`config.mk`:
```
export PLATFORM = sky130hd
export DESIGN_NAME = video_pattern_gen
export DESIGN_NICKNAME = d
export VERILOG_FILES = /design/src/rtl/video_pattern_gen.sv
export SDC_FILE = /design/constraint.sdc
export NUM_CORES = 1
export LEC_CHECK = 0
export CORE_MARGIN = 4
export CORE_UTILIZATION = 39
export CTS_CLUSTER_DIAMETER = 150
export DETAILED_ROUTE_END_ITERATION = 10
export GPL_TIMING_DRIVEN = 0
export HOLD_SLACK_MARGIN = 0.08
export PLACE_DENSITY = 0.71
export SLEW_MARGIN = 0
export SYNTH_ARGS = -nofsm -noshare
export SYNTH_HDL_FRONTEND = slang
export SYNTH_SLANG_ARGS = --single-unit
```
`constraint.sdc`:
```
create_clock -name clk -period 2.6 [get_ports clk]
set_input_delay 0.39 -clock clk [delete_from_list [all_inputs] [get_ports clk]]
set_output_delay 0.39 -clock clk [all_outputs]
set_load 0.005 [all_outputs]
```
`src/rtl/video_pattern_gen.sv`:
```
// rtl/video_pattern_gen.sv - raster test-pattern source streaming 24-bit pixels over valid/ready
// Optional feature macro: VIDEO_PATTERN_GRID_OVERLAY_EN (white 64-px grid over every pattern).
module video_pattern_gen #(
  parameter int Width  = 1040,
  parameter int Height = 666
) (
  input  logic        clk,
  input  logic        rst,
  input  logic        enable,
  input  logic [1:0]  pattern_sel,
  input  logic [23:0] solid_color,
  output logic [23:0] video,
  output logic        video_valid,
  input  logic        video_ready,
  output logic        frame_done,
  output logic [7:0]  frame_count
);
  localparam logic [11:0] XLast = 12'(Width - 1);
  localparam logic [11:0] YLast = 12'(Height - 1);

  typedef enum logic {IDLE, STREAM} state_t;

  state_t      state;
  logic [11:0] x;
  logic [11:0] y;
  logic [1:0]  mode_r;
  logic [23:0] color_r;
  logic        xfer;
  logic        last_px;

  assign xfer    = video_valid & video_ready;
  assign last_px = (x == XLast) && (y == YLast);

  always_ff @(posedge clk or posedge rst) begin
    if (rst) begin
      state       <= IDLE;
      video_valid <= 1'b0;
      frame_done  <= 1'b0;
      frame_count <= 8'd0;
      x           <= 12'd0;
      y           <= 12'd0;
      mode_r      <= 2'd0;
      color_r     <= 24'h0;
    end else begin
      frame_done <= 1'b0;
      case (state)
        IDLE: begin
          if (enable) begin
            state       <= STREAM;
            video_valid <= 1'b1;
            mode_r      <= pattern_sel;
            color_r     <= solid_color;
            x           <= 12'd0;
            y           <= 12'd0;
          end
        end
        STREAM: begin
          if (xfer) begin
            if (last_px) begin
              frame_done  <= 1'b1;
              frame_count <= frame_count + 8'd1;
              x           <= 12'd0;
              y           <= 12'd0;
              // Back-to-back frames re-sample the pattern controls with no idle bubble.
              if (enable) begin
                mode_r  <= pattern_sel;
                color_r <= solid_color;
              end else begin
                state       <= IDLE;
                video_valid <= 1'b0;
              end
            end else if (x == XLast) begin
              x <= 12'd0;
              y <= y + 12'd1;
            end else begin
              x <= x + 12'd1;
            end
          end
        end
        default: begin
          state       <= IDLE;
          video_valid <= 1'b0;
        end
      endcase
    end
  end

  logic [2:0]  bar;
  logic [23:0] pattern;
  logic [23:0] pixel;

  always_comb begin
    bar = x[9:7];
    case (mode_r)
      2'd0:    pattern = {{8{~bar[2]}}, {8{~bar[1]}}, {8{~bar[0]}}};
      2'd1:    pattern = {x[7:0], y[7:0], frame_count};
      2'd2:    pattern = (x[5] ^ y[5]) ? 24'hFFFFFF : 24'h000000;
      default: pattern = color_r;
    endcase
  end

`ifdef VIDEO_PATTERN_GRID_OVERLAY_EN
  assign pixel = ((x[5:0] == 6'd0) || (y[5:0] == 6'd0)) ? 24'hFFFFFF : pattern;
`else
  assign pixel = pattern;
`endif

  // Blanked outside STREAM so the bus reads zero in reset and while idle.
  assign video = video_valid ? pixel : 24'h000000;

endmodule
```
==> key figures <==
Outcome
  • Status: finished, violations left
  • Violated checks: negative setup slack

STA
  • Period utilization: 101.2%
  • Endpoints failing hold: 0
  • Slew margin rel.: 35.29%
  • Final setup viols: 11
  • Skew final: 0.007511 ns
  • Fin Hold WS: 0.4608 ns
  • Post-route worst setup slack: -0.03104 ns
  • Unrepaired setup endpoints after global routing: yes
  • TNS Setup: -0.1133 ns
  • Min Clock Period, post-route: 2.631 ns
  • Achievable Freq: 380.1 MHz
  • Max-slew violations: 0
  • Worst-Margin Slew: 0.9555 ns

Detailed routing
  • Number of DRC markers in iteration 0: 176
  • Detailed Routing Iterations Pass 1: 5
  • Via count: 3313
  • Drt total wl: 10560 microns
  • DR vias/cell: 5.843
  • Avg WL per Cell: 18.62 microns
  • Antenna viol nets, final: 0
  • Remaining DRCs: 0

Floorplan
  • Die Area: 10600 sq um
  • Height of the die: 102.9 microns
  • I/O Pins: 64
  • Starting Density: 40.12%
  • Core area: 8763 sq um
  • Die width: 102.9 microns
  • Row cnt: 34

Hold path
  • HP Class: in -> async

Power and ir drop
  • Tot Pwr: 2025 uW
  • Maximum VDD drop: 0.3077 mV
  • Pwr Density: 409.3 nW/um^2
  • Lkg Pwr: 0.002056 uW

Setup path
  • R2r worst-path depth: 7
  • Worst endpoint data arrival time: 2.24 ns
  • Crit path largest cell delay: 0.54 ns
  • Critical path data required time: 2.21 ns
  • Crit-path cells: xnor2_2 > a21oi_4 > clkbuf_8 > a22oi_1 > a21boi_1 > clkdlybuf4s50_1
  • Critical path class: reg -> out
  • Critical path startpoint category: flop
  • Critical Path Sink Type: output pin
  • Crit-path slowest cell: clkdlybuf4s50_1
  • CP max FO: 10

Synthesis
  • Post-Syn Instances: 360
  • Syn. warnings: 0
  • Cell area after synthesis: 3516 sq um
  • Most used DFF post-synth: dfrtp_1
  • Syn Nets: 395
  • Number of synthesized flops with an enable pin: 0
  • Register area share after synthesis: 43.42%
  • Average size of a mapped cell: 9.766 sq um
  • Synth unique cells: 49
  • Fraction of registers with async set/reset: 100.0%
  • FF+latch count, synth: 61

Clock network
  • Hold_buf cts: 0
  • CTS sink count: 61
  • H-tree levels: 3
  • Root buffer cell: clkbuf_8
  • Clk buf depth: 2
  • Clock latency on the worst-skew pair: 0.35 ns
  • CTS Buf Count: 9
  • Reg clk slew, reported paths: 0.08 ns
  • CTS tree: done

Placed design
  • Port bufs: 63
  • HPWL after DPL: 6942 microns
  • Gp weighted congestion: 0.8435

GRT
  • GR Overflow Total: 0
  • Largest net degree at the start of global routing: 32
  • Vias in the first global route: 3135
  • Overall Global Routing Usage: 19.50%
  • Initial antenna violation count: 0
  • First-pass GRT wire length: 15970 microns

Final layout
  • Syn-to-layout area delta: 40.71%
  • Share of layout cells above drive strength 1: 22.44%
  • Antenna fix cells: 0
  • Filler cells: 738
  • NumNets Final: 489

Job
  • Max Cap Viol: 0
## cell families after synthesis
logic type / Yosys count / synth area share (%)
compound gates: 108 / 21.71
xor+xnor: 11 / 2.740
fa+ha+maj: 5 / 1.779
buf+inv: 34 / 4.341
flops: 61 / 43.42
mux: 27 / 8.648
simple gates: 114 / 17.37
## cell type report
class	count	area (sq um)	share of cell area, %
buffer	18	151.4	3.060
inverter	9	33.78	0.6829
multi-input combinational	265	1993	40.29
clock buffer	9	123.9	2.504
tap	108	135.1	2.731
sequential	61	1535	31.03
timing repair buffer	90	899.6	18.18
clock inverter	7	75.07	1.517
## placed cells by master, fill, tap and decap left out, types with 4 or more instances in the layout
master,n
nand2b_1,5
clkdlybuf4s50_1,53
nor3_1,12
nand3_1,15
nand4_1,9
clkbuf_1,7
nor4_1,5
nor2_1,14
mux2_4,24
a21boi_0,15
and2_1,6
a211oi_1,4
dfrtp_2,7
buf_4,22
a22oi_1,23
inv_1,7
clkbuf_8,11
dfrtp_1,54
o31ai_1,4
buf_12,4
nand4b_1,4
dlygate4sd2_1,7
o21ai_0,22
xor2_1,7
or3_1,6
ha_1,5
nand2_1,23
a21oi_1,4
a21boi_1,9
## metal layers
layer  wire, microns  track usage [%]
met4             168            5.777
met3             591            4.398
met5               0                0
met2            5246            32.31
met1            4549            25.52
## Yosys cell counts, types with 2 or more instances
cell type  instances  area share [%]
xor2_1             7             1.7
a22oi_1           23             4.9
nand2b_1           5            0.89
xnor2_1            4             1.0
a31oi_1            2            0.36
nand4b_1           4             1.0
a21boi_0          25             5.3
nand3_1           15             2.1
mux2_1             2            0.64
nand4_1            9             1.6
a21o_1             3            0.64
o31ai_1            4            0.85
a211oi_1           4            0.85
buf_6              3            0.96
or4_1              3            0.64
a2111oi_0          2            0.50
nor3_1            12             1.7
dfrtp_1           61              43
buf_2              2            0.28
a21oi_1            5            0.71
inv_1              9            0.96
mux2_2            25             8.0
nor4_1             6             1.1
clkbuf_1          19             2.0
nand2_1           23             2.5
o21ai_0           23             3.3
o21ai_1            3            0.43
or3_1              7             1.2
a2bb2oi_1          2            0.50
or2_2              3            0.53
o211ai_1           3            0.64
or4b_1             2            0.57
and2_1             6             1.1
ha_1               5             1.8
nor2_1            15             1.6
## sequential cells by signal, indices dropped and copies added (netlist names)
| register | cells |
|---|---|
| frame_count | 8 |
| x | 12 |
| video_valid | 1 |
| frame_done | 1 |
| mode_r | 2 |
| state | 1 |
| color_r | 24 |
| y | 12 |
## critical path: cells and delay by family, from the launching register on
family | cells | cell delay [ns]
XOR/XNOR | 1 | 0.17
buffers and inverters | 2 | 0.75
AO/OA/AOI/OAI | 3 | 0.51
flip-flops | 1 | 0.46
## report_power, final
part           internal (uW)  total, uW  switching (uW)
sequential               972        992            20.0
clock                    445        865             420
combinational           94.1        168            73.6
total                   1510       2020             514
## final timing paths
path | startpoint | end | slack (ns)
worst min-delay path | rst | y[9] | 0.46
max in group asynchronous | rst | mode_r[1] | 1.51
worst max register to register | x[9] | color_r[14] | -0.02
min in group clk | color_r[15] | color_r[15] | 0.52
worst min register to register | color_r[15] | color_r[15] | 0.52
worst max-delay path | x[5] | video[15] | -0.03
## per-stage QoR
step                cell area, sq um  setup slack, ns  utilization (%)  instances
floorplan                       3522         0.005294                -        360
global placement                4288          -0.4698            48.93        531
detailed placement              4308          -0.5098            49.16        532
CTS                             4677         0.001061            53.37        556
global route                    4947         -0.09787            56.45        567
finish                          4947         -0.03104            56.45        567
## repair_timing
item,in CTS,in global routing
endpoints found under the setup margin,52,52
buffers inserted,13,11
gates resized for setup,41,45
pin swaps,4,4
cloned,0,2
Power figures use the tool's default switching activity.
